<file path="src/rtl/core_seq_rv_if.sv">
// core_seq_rv_if: fetch/data-memory handshake and decode/execute control bundle for core_seq_rv
interface core_seq_rv_if;
  logic        iwHalt;
  logic        iwIMemReady;
  logic        iwDMemReady;
  logic [3:0]  iwException;
  logic        iwMemAccess;
  logic [31:0] iwNextPc;
  logic [31:0] orPc;
  logic [31:0] orOldPc;
  logic        orIMemReq;
  logic        orDMemReq;
  logic        orInstrLatch;
  logic        orRegWrite;
  logic        orTrap;
  logic [3:0]  orTrapCause;
  logic [2:0]  orState;
  logic [31:0] orInstret;
  modport master (
    input  iwHalt, iwIMemReady, iwDMemReady, iwException, iwMemAccess, iwNextPc,
    output orPc, orOldPc, orIMemReq, orDMemReq, orInstrLatch, orRegWrite, orTrap,
           orTrapCause, orState, orInstret
  );
  modport slave (
    output iwHalt, iwIMemReady, iwDMemReady, iwException, iwMemAccess, iwNextPc,
    input  orPc, orOldPc, orIMemReq, orDMemReq, orInstrLatch, orRegWrite, orTrap,
           orTrapCause, orState, orInstret
  );
endinterface

</file>
<file path="src/rtl/core_seq_rv.sv">
// core_seq_rv: multi-cycle RV32I sequencer with trap routing; CORE_SEQ_RV_INSTRET_EN builds the retire counter
module core_seq_rv #(
  parameter logic [31:0] RESET_PC    = 32'h0000_0000,
  parameter logic [31:0] TRAP_VECTOR = 32'h0000_0100,
  parameter int          MEM_TIMEOUT = 16
) (
  input logic iwClk,
  input logic iwnRst,
  core_seq_rv_if.master bus
);
  localparam int CW = $clog2(MEM_TIMEOUT + 1);
  typedef enum logic [2:0] {FETCH, DECODE, EXEC, MEM, WB, TRAP} state_t;
  state_t state;
  logic [31:0] pc, oldPc;
  logic [3:0] trapCause, pendCause;
  logic [CW-1:0] waitCnt;
  logic timeout, misaligned, retire;
  assign timeout = waitCnt == CW'(MEM_TIMEOUT - 1);
  assign misaligned = bus.iwNextPc[1:0] != 2'b00;
  assign retire = state == WB && !misaligned;
  assign bus.orIMemReq = state == FETCH && !bus.iwHalt;
  assign bus.orInstrLatch = bus.orIMemReq && bus.iwIMemReady;
  assign bus.orDMemReq = state == MEM;
  assign bus.orRegWrite = retire;
  assign bus.orTrap = state == TRAP;
  assign bus.orPc = pc;
  assign bus.orOldPc = oldPc;
  assign bus.orTrapCause = trapCause;
  assign bus.orState = state;
  // Counter defaults to zero so every entry into FETCH/MEM (and halt) starts a fresh wait
  always_ff @(posedge iwClk or negedge iwnRst) begin
    if (!iwnRst) begin
      state <= FETCH;
      pc <= RESET_PC;
      oldPc <= '0;
      trapCause <= '0;
      pendCause <= '0;
      waitCnt <= '0;
    end else begin
      waitCnt <= '0;
      case (state)
        FETCH: if (!bus.iwHalt) begin
          if (bus.iwIMemReady) state <= DECODE;
          else if (timeout) begin
            state <= TRAP;
            pendCause <= 4'hF;
          end else waitCnt <= waitCnt + CW'(1);
        end
        DECODE: if (bus.iwException != 4'h0) begin
          state <= TRAP;
          pendCause <= bus.iwException;
        end else state <= EXEC;
        EXEC: state <= bus.iwMemAccess ? MEM : WB;
        MEM: if (bus.iwDMemReady) state <= WB;
        else if (timeout) begin
          state <= TRAP;
          pendCause <= 4'hF;
        end else waitCnt <= waitCnt + CW'(1);
        WB: if (misaligned) begin
          state <= TRAP;
          pendCause <= 4'hE;
        end else begin
          oldPc <= pc;
          pc <= bus.iwNextPc;
          state <= FETCH;
        end
        TRAP: begin
          oldPc <= pc;
          pc <= TRAP_VECTOR;
          trapCause <= pendCause;
          state <= FETCH;
        end
        default: state <= FETCH;
      endcase
    end
  end
`ifdef CORE_SEQ_RV_INSTRET_EN
  logic [31:0] instret;
  always_ff @(posedge iwClk or negedge iwnRst) begin
    if (!iwnRst) instret <= '0;
    else if (retire) instret <= instret + 32'd1;
  end
  assign bus.orInstret = instret;
`else
  assign bus.orInstret = 32'h0;
`endif
endmodule
</file>
<file path="src/flat_wrapper.sv">
// flat-port wrapper written by rule: the top's interface ports become plain ports
module core_seq_rv_flat 
#(
  parameter logic [31:0] RESET_PC    = 32'h0000_0000,
  parameter logic [31:0] TRAP_VECTOR = 32'h0000_0100,
  parameter int          MEM_TIMEOUT = 16
)
  (iwClk, iwnRst, bus_iwHalt, bus_iwIMemReady, bus_iwDMemReady, bus_iwException, bus_iwMemAccess, bus_iwNextPc, bus_orPc, bus_orOldPc, bus_orIMemReq, bus_orDMemReq, bus_orInstrLatch, bus_orRegWrite, bus_orTrap, bus_orTrapCause, bus_orState, bus_orInstret);
  core_seq_rv_if bus_i ();
  input logic iwClk;
  input logic iwnRst;
  input wire logic [$bits(bus_i.iwHalt)-1:0] bus_iwHalt;
  input wire logic [$bits(bus_i.iwIMemReady)-1:0] bus_iwIMemReady;
  input wire logic [$bits(bus_i.iwDMemReady)-1:0] bus_iwDMemReady;
  input wire logic [$bits(bus_i.iwException)-1:0] bus_iwException;
  input wire logic [$bits(bus_i.iwMemAccess)-1:0] bus_iwMemAccess;
  input wire logic [$bits(bus_i.iwNextPc)-1:0] bus_iwNextPc;
  output wire logic [$bits(bus_i.orPc)-1:0] bus_orPc;
  output wire logic [$bits(bus_i.orOldPc)-1:0] bus_orOldPc;
  output wire logic [$bits(bus_i.orIMemReq)-1:0] bus_orIMemReq;
  output wire logic [$bits(bus_i.orDMemReq)-1:0] bus_orDMemReq;
  output wire logic [$bits(bus_i.orInstrLatch)-1:0] bus_orInstrLatch;
  output wire logic [$bits(bus_i.orRegWrite)-1:0] bus_orRegWrite;
  output wire logic [$bits(bus_i.orTrap)-1:0] bus_orTrap;
  output wire logic [$bits(bus_i.orTrapCause)-1:0] bus_orTrapCause;
  output wire logic [$bits(bus_i.orState)-1:0] bus_orState;
  output wire logic [$bits(bus_i.orInstret)-1:0] bus_orInstret;
  assign bus_i.iwHalt = bus_iwHalt;
  assign bus_i.iwIMemReady = bus_iwIMemReady;
  assign bus_i.iwDMemReady = bus_iwDMemReady;
  assign bus_i.iwException = bus_iwException;
  assign bus_i.iwMemAccess = bus_iwMemAccess;
  assign bus_i.iwNextPc = bus_iwNextPc;
  assign bus_orPc = bus_i.orPc;
  assign bus_orOldPc = bus_i.orOldPc;
  assign bus_orIMemReq = bus_i.orIMemReq;
  assign bus_orDMemReq = bus_i.orDMemReq;
  assign bus_orInstrLatch = bus_i.orInstrLatch;
  assign bus_orRegWrite = bus_i.orRegWrite;
  assign bus_orTrap = bus_i.orTrap;
  assign bus_orTrapCause = bus_i.orTrapCause;
  assign bus_orState = bus_i.orState;
  assign bus_orInstret = bus_i.orInstret;
  core_seq_rv #(.RESET_PC(RESET_PC), .TRAP_VECTOR(TRAP_VECTOR), .MEM_TIMEOUT(MEM_TIMEOUT)) u_core (.iwClk(iwClk), .iwnRst(iwnRst), .bus(bus_i));
endmodule
</file>
<file path="config.mk">
export PLATFORM = sky130hd
export DESIGN_NAME = core_seq_rv_flat
export DESIGN_NICKNAME = d
export VERILOG_FILES = /design/src/rtl/core_seq_rv_if.sv /design/src/rtl/core_seq_rv.sv /design/src/flat_wrapper.sv
export SDC_FILE = /design/constraint.sdc
export NUM_CORES = 1
export LEC_CHECK = 0
export ABC_AREA = 1
export CORE_UTILIZATION = 43
export CTS_BUF_LIST = sky130_fd_sc_hd__clkbuf_4 sky130_fd_sc_hd__clkbuf_8 sky130_fd_sc_hd__clkbuf_16
export CTS_CLUSTER_DIAMETER = 200
export DETAILED_ROUTE_END_ITERATION = 8
export MAX_ROUTING_LAYER = met4
export PLACE_DENSITY = 0.9
export SLEW_MARGIN = 15
export SYNTH_ARGS = -nofsm -noshare
export SYNTH_HDL_FRONTEND = slang
export SYNTH_SLANG_ARGS = --single-unit
</file>
<file path="constraint.sdc">
create_clock -name iwClk -period 1.45 [get_ports iwClk]
set_input_delay 0.29 -clock iwClk [delete_from_list [all_inputs] [get_ports iwClk]]
set_output_delay 0.29 -clock iwClk [all_outputs]
set_load 0.03 [all_outputs]
</file>
==> results of run 1 <==
final cells by class:
class,instances,area [um^2],area share
flip-flops and latches,80,2006,0.3389
repair buffers,184,1987,0.3357
multi-input cells,285,1431,0.2419
clock buffers,11,151.4,0.02558
inverters,32,137.6,0.02326
well taps,105,131.4,0.02220
clock inverters,5,65.06,0.01099
repair inverters,1,8.758,0.001480
cell usage in the layout (no fill, tap or decap), types with 17 or more instances in the layout:
cell,synthesis,layout
nand3_1,42,39
nand2_1,115,110
conb_1,1,32
dfrtp_1,80,77
buf_4,32,35
clkdlybuf4s15_1,0,28
nor2_1,36,25
inv_1,28,26
clkdlybuf4s50_1,0,40
dlygate4sd2_1,0,34
buf_6,4,17
routing by layer:
layer | share of wire | routed length, um | vias to the layer above
li1 | - | - | 1607
met1 | 0.38 | 4007 | 1695
met2 | 0.55 | 5847 | 145
met3 | 0.052 | 549 | 16
met4 | 0.018 | 195 | 0
met5 | 0 | 0 | -
final timing paths:
| path | from | end | slack (ps) | cells after the start |
|---|---|---|---|---|
| max | u_core.bus.orState[1]$_DFFE_PN0N_ | bus_orInstrLatch | -270 | 5 |
| min | iwnRst | u_core.bus.orOldPc[24]$_DFFE_PN0P_ | 420 | 2 |
| max reg2reg | u_core.bus.orState[1]$_DFFE_PN0N_ | u_core.bus.orOldPc[17]$_DFFE_PN0P_ | -250 | 10 |
| min reg2reg | u_core.pendCause[1]$_DFFE_PN0P_ | u_core.bus.orTrapCause[1]$_DFFE_PN0P_ | 480 | 2 |
| max in group asynchronous | iwnRst | u_core.bus.orState[2]$_DFFE_PN0N_ | 520 | 3 |
| min in group iwClk | u_core.pendCause[1]$_DFFE_PN0P_ | u_core.bus.orTrapCause[1]$_DFFE_PN0P_ | 480 | 2 |
power by group through the flow:
stage               combinational (mW)  sequential, mW  clock, mW
floorplan                         2.28            5.40          0
global placement                  6.33            3.77          0
detailed placement                6.49            3.82          0
CTS                               6.41            3.76       1.75
global route                      8.54            3.89       1.88
finish                            7.97            3.81       1.75
metrics by stage:
stage          hold WS [ps]  instance area [um^2]  utilization  instances  setup slack [ps]
6_report              415.3                  5918       0.7239        703            -270.9
5_1_grt               431.3                  5918       0.7239        703            -353.1
4_1_cts               420.4                  5341       0.6534        672            -250.7
3_5_place_dp          256.3                  4974       0.6084        642            -192.7
3_3_place_gp          251.7                  4974       0.6084        642            -142.6
2_1_floorplan        -5.591                  3776            -        444            -44.70
sequential cells by signal (all words and copies together) (netlist names):
register,count
u_core.waitCnt,5
u_core.bus.orPc,32
u_core.pendCause,4
u_core.bus.orState,3
u_core.bus.orOldPc,32
u_core.bus.orTrapCause,4
cell families (layout without fill, tap and decap cells):
family	after synthesis	in the layout	synth area share
AO/OA/AOI/OAI	44	44	0.07406
XOR/XNOR	2	2	0.004823
adder cells (fa/ha/maj)	1	1	0.003444
buffers and inverters	80	233	0.1275
flip-flops	80	80	0.5512
other	1	32	0.001032
AND/OR/NAND/NOR	205	206	0.2380
repair_timing:
| item | 4_1_cts | 5_1_grt |
|---|---|---|
| hold endpoints to repair | 29 | 0 |
| endpoints found under the setup margin | 87 | 113 |
| setup buffers | 12 | 19 |
| pin swaps | 7 | 8 |
| hold buffers | 1 | 0 |
| resized for setup | 99 | 85 |
| gates cloned | 1 | 12 |
==> results.py, run 1 <==
metrics = {
    "hold_path": {
        "hp-class": "input pin to asynchronous set/reset pin",
    },
    "placement": {
        "dp_hpwl_um": 6466,
        "place_congestion": 0.8836,
        "place.port_buffers": 117,
    },
    "pwr": {
        "peakVddDrop_v": 0.001131,
        "p_int_mw": 7.451,
        "clkPwrFrac": 0.129,
        "switching_share": 0.4490,
        "power.total_mw": 13.52,
        "p_switching_mw": 6.073,
        "p_comb_frac": 0.589,
        "leakage_nw": 3.043,
        "seqPwrFrac": 0.282,
        "power_density_mw_per_mm2": 2285,
    },
    "synthesis": {
        "syn_area_mm2": 0.003632,
        "synth_top_cell_by_area": "dfrtp_1",
        "ys_ff_latch": 80,
        "synth_ff_type": "dfrtp_1",
        "yosysSeqAreaShare": 0.5512,
        "ys_types": 27,
        "synth-edff-count": 0,
        "yosys-top-cells-count": "nand2_1 (115), dfrtp_1 (80), nand3_1 (42)",
        "synth_most_common_cell": "nand2_1",
        "async_flop_share": 1.000,
        "synth_top_area_frac": 0.5512,
        "synth_cells": 413,
        "syn_avg_cell_area_um2": 8.795,
        "synth_warnings": 0,
        "netlist_top_cells_area": "dfrtp_1 (55%), nand2_1 (12%), buf_4 (6.6%), nand3_1 (5.8%), nor2_1 (3.7%)",
    },
    "grt": {
        "grt.busiest_layer": "met2",
        "use_met1": 0.2622,
        "grt_usage": 0.2264,
        "grtUsageMet3": 0.03560,
        "grt_pass1_wl_um": 15050,
        "grt_max_degree": 32,
        "grt.overflow.total": 0,
        "grt_pass1_vias": 3261,
        "antenna_found_initial": 0,
        "grtUsageMet2": 0.3954,
    },
    "cells_and_area": {
        "fin_nets": 636,
        "drive_gt1_frac": 0.2542,
        "nFillCells": 561,
        "diodes": 0,
        "area.growth.synth_to_final_pct": 62.93,
    },
    "detailed_routing": {
        "viasPerCell": 4.926,
        "post_drt_wl_per_cell_um": 15.08,
        "drt-initial-drc-count": 167,
        "first_pass_iters": 4,
        "postRouteAntennaNets": 0,
        "drc": 0,
        "finalWirelength_um": 10600,
        "vias": 3463,
    },
    "floorplan": {
        "row_count": 33,
        "chipHeight_um": 93.91,
        "design.core.area_mm2": 0.008175,
        "dieArea_mm2": 0.008818,
        "start_util": 0.4443,
        "fp.dieW_um": 93.91,
        "top_level_ports": 150,
    },
    "clock_tree": {
        "clkTransAtPathRegs_ps": 90,
        "cts.sinks": 80,
        "cts_root_buf": "clkbuf_8",
        "clock_latency_ps": 340,
        "cts_tree": "built",
        "cts_buffer_depth": 2,
        "cts_buffers": 9,
        "htree_levels": 3,
    },
    "timing": {
        "rsz0062_at_grt": "yes",
        "fmaxAchievable_mhz": 581.1,
        "min_period_ps": 1721,
        "final-max-slew-violation-count": 0,
        "setup_tns_ps": -14680,
        "final-setup-viol-count": 82,
        "finalHoldViolations": 0,
        "skew_ps": 11.20,
        "period_share": 1.187,
        "final.setup.worst_slack_ps": -270.9,
    },
    "worst_setup_path": {
        "critPathLaunchType": "flop",
        "cp_data_arrival_time_ps": 1430,
        "cpLargestDelayFamily": "flip-flops",
        "path_max_fanout": 4,
        "crit_path_end_kind": "output pin",
        "slowest_stage": "dfrtp_2",
        "path_cells": "buf_12 > nor2_4 > nand2_4 > nor3_4 > buf_6",
        "crit_buf_inv": 2,
        "worstSetupPathType": "flop to output pin",
        "required_ps": 1160,
        "critPathMaxStageDelay_ps": 450,
    },
    "job": {
        "maxCapViolCount": 0,
    },
    "run_status": {
        "violations": "negative setup slack",
        "status": "finished, violations left",
    },
}
(Power assumes the default switching activity.)
==> run 2: changes to the inputs <==
--- a/config.mk
+++ b/config.mk
@@ -6,12 +6,12 @@
 export NUM_CORES = 1
 export LEC_CHECK = 0
 export ABC_AREA = 1
-export CORE_UTILIZATION = 43
+export CORE_UTILIZATION = 46
 export CTS_BUF_LIST = sky130_fd_sc_hd__clkbuf_4 sky130_fd_sc_hd__clkbuf_8 sky130_fd_sc_hd__clkbuf_16
 export CTS_CLUSTER_DIAMETER = 200
 export DETAILED_ROUTE_END_ITERATION = 8
 export MAX_ROUTING_LAYER = met4
-export PLACE_DENSITY = 0.9
+export PLACE_DENSITY = 0.95
 export SLEW_MARGIN = 15
 export SYNTH_ARGS = -nofsm -noshare
 export SYNTH_HDL_FRONTEND = slang
==> constraint.sdc (replaced) <==
create_clock -name iwClk -period 2.02 [get_ports iwClk]
set_input_delay 0.404 -clock iwClk [delete_from_list [all_inputs] [get_ports iwClk]]
set_output_delay 0.404 -clock iwClk [all_outputs]
set_load 0.03 [all_outputs]
==> results.py, run 2 (same netlist as run 1, synthesis figures left out) <==
metrics = {
    "worst_setup_path": {
        "r2r-end": "u_core.bus.orPc[14]$_DFFE_PN0P_",
        "required_ps": 1620,
        "cp_data_arrival_time_ps": 1580,
        "path_cells": "clkdlybuf4s50_1",
        "crit_buf_inv": 1,
        "r2r_cells": 8,
        "crit_path_end": "bus_orState[0]",
        "startpoint": "u_core.bus.orState[0]$_DFFE_PN0N_",
        "critPathLaunchType": "flop",
        "worstSetupPathType": "flop to output pin",
        "critPathMaxStageDelay_ps": 730,
        "slowest_stage": "clkdlybuf4s50_1",
        "cp.depth": 1,
        "r2r_start": "u_core.bus.orState[0]$_DFFE_PN0N_",
        "cpLargestDelayFamily": "buffers and inverters",
        "path_max_fanout": 8,
        "rrSetupSlack_ps": 330,
        "crit_path_end_kind": "output pin",
    },
    "cells_and_area": {
        "final_util": 0.6545,
        "mostFrequentLayoutCells": "nand2_1 (115), clkdlybuf4s50_1 (110), dfrtp_1 (80)",
        "finalNonFillerCells": 640,
        "area.growth.synth_to_final_pct": 38.51,
        "nFillCells": 619,
        "mostFrequentLayoutCell": "nand2_1",
        "fin_nets": 576,
        "diodes": 0,
        "drive_gt1_frac": 0.1004,
        "design_area_mm2": 0.005031,
    },
    "timing": {
        "min_period_ps": 1983,
        "setup_tns_ps": 0,
        "final-setup-viol-count": 0,
        "period_share": 0.9817,
        "skew_ps": 13.44,
        "rsz0062_at_grt": "no",
        "final.setup.worst_slack_ps": 37.03,
        "finalHoldViolations": 0,
        "timing.hold.ws_ps": 466.4,
        "fmaxAchievable_mhz": 504.3,
        "final-max-slew-violation-count": 0,
    },
    "floorplan": {
        "top_level_ports": 150,
        "design.core.area_mm2": 0.007687,
        "chipHeight_um": 90.86,
        "start_util": 0.4725,
        "dieArea_mm2": 0.008256,
        "fp.dieW_um": 90.86,
        "row_count": 32,
    },
    "hold_path": {
        "whs_path_depth": 1,
        "hp-class": "flop to flop",
    },
    "placement": {
        "dpl_cell_area_mm2": 0.004795,
        "dp_hpwl_um": 6022,
        "place.port_buffers": 117,
        "post-place-ws_ps": 115.4,
        "dpl.cell_count": 623,
        "place_congestion": 0.8885,
    },
    "detailed_routing": {
        "postRouteAntennaNets": 0,
        "post_drt_wl_per_cell_um": 12.88,
        "drc": 0,
        "drt-initial-drc-count": 142,
        "viasPerCell": 4.805,
        "first_pass_iters": 5,
        "finalWirelength_um": 8245,
        "vias": 3075,
    },
    "grt": {
        "antenna_found_initial": 0,
        "grt_pass1_vias": 2884,
        "grt_usage": 0.2110,
        "grt.overflow.total": 0,
        "grt_pass1_wl_um": 13350,
        "grt_max_degree": 35,
    },
    "clock_tree": {
        "cts_root_buf": "clkbuf_8",
        "htree_levels": 3,
        "cts_buffer_depth": 2,
        "cts_tree": "built",
        "clock_latency_ps": 350,
        "clkTransAtPathRegs_ps": 80,
        "cts.sinks": 80,
        "cts_setup_buffers": 0,
        "cts_buffers": 9,
    },
    "run_status": {
        "status": "finished, final reports clean",
    },
    "pwr": {
        "leakage_nw": 2.471,
        "power_density_mw_per_mm2": 1694,
        "peakVddDrop_v": 0.0007027,
        "power.total_mw": 8.523,
    },
    "job": {
        "maxCapViolCount": 0,
    },
}
## run 2: what timing repair did
| item | in CTS | in global routing |
|---|---|---|
| setup endpoints to repair | 3 | 2 |
| resized for setup | 3 | 3 |
| hold endpoints to repair | 24 | 0 |
| hold buffers | 1 | 0 |
## run 2: per-layer routing
metal | vias to the layer above | global-route usage | wire length [um]
met3 | 12 | 0.03872 | 451
met1 | 1476 | 0.2379 | 3347
met2 | 116 | 0.3693 | 4330
met5 | - | - | 0
met4 | 0 | 0.08598 | 116
li1 | 1471 | - | -
## run 2: where the power goes
group          switching [mW]  internal [mW]  leakage, nW
clock                   0.590          0.734        0.113
combinational            2.77           1.72         1.32
sequential              0.439           2.27         1.04
## run 2: layout make-up
type	instances	area [um^2]	share of cell area
Multi-Input combinational cell	284	1286	0.2557
Tap cell	102	127.6	0.02537
Sequential cell	80	2002	0.3979
Clock inverter	6	90.09	0.01791
Clock buffer	10	137.6	0.02736
Timing Repair Buffer	126	1265	0.2514
Inverter	32	122.6	0.02437
## run 2: how the worst min path moves through the flow
stage                                      from  slack (ps)                                  to
detailed placement                       iwnRst         370     u_core.bus.orPc[10]$_DFFE_PN0P_
CTS                 u_core.waitCnt[0]$_DFF_PN0_         470         u_core.waitCnt[0]$_DFF_PN0_
finish              u_core.waitCnt[0]$_DFF_PN0_         470         u_core.waitCnt[0]$_DFF_PN0_
global placement                         iwnRst         370  u_core.bus.orOldPc[10]$_DFFE_PN0P_
floorplan                                iwnRst         110   u_core.bus.orOldPc[0]$_DFFE_PN0P_
global route        u_core.waitCnt[0]$_DFF_PN0_         480         u_core.waitCnt[0]$_DFF_PN0_
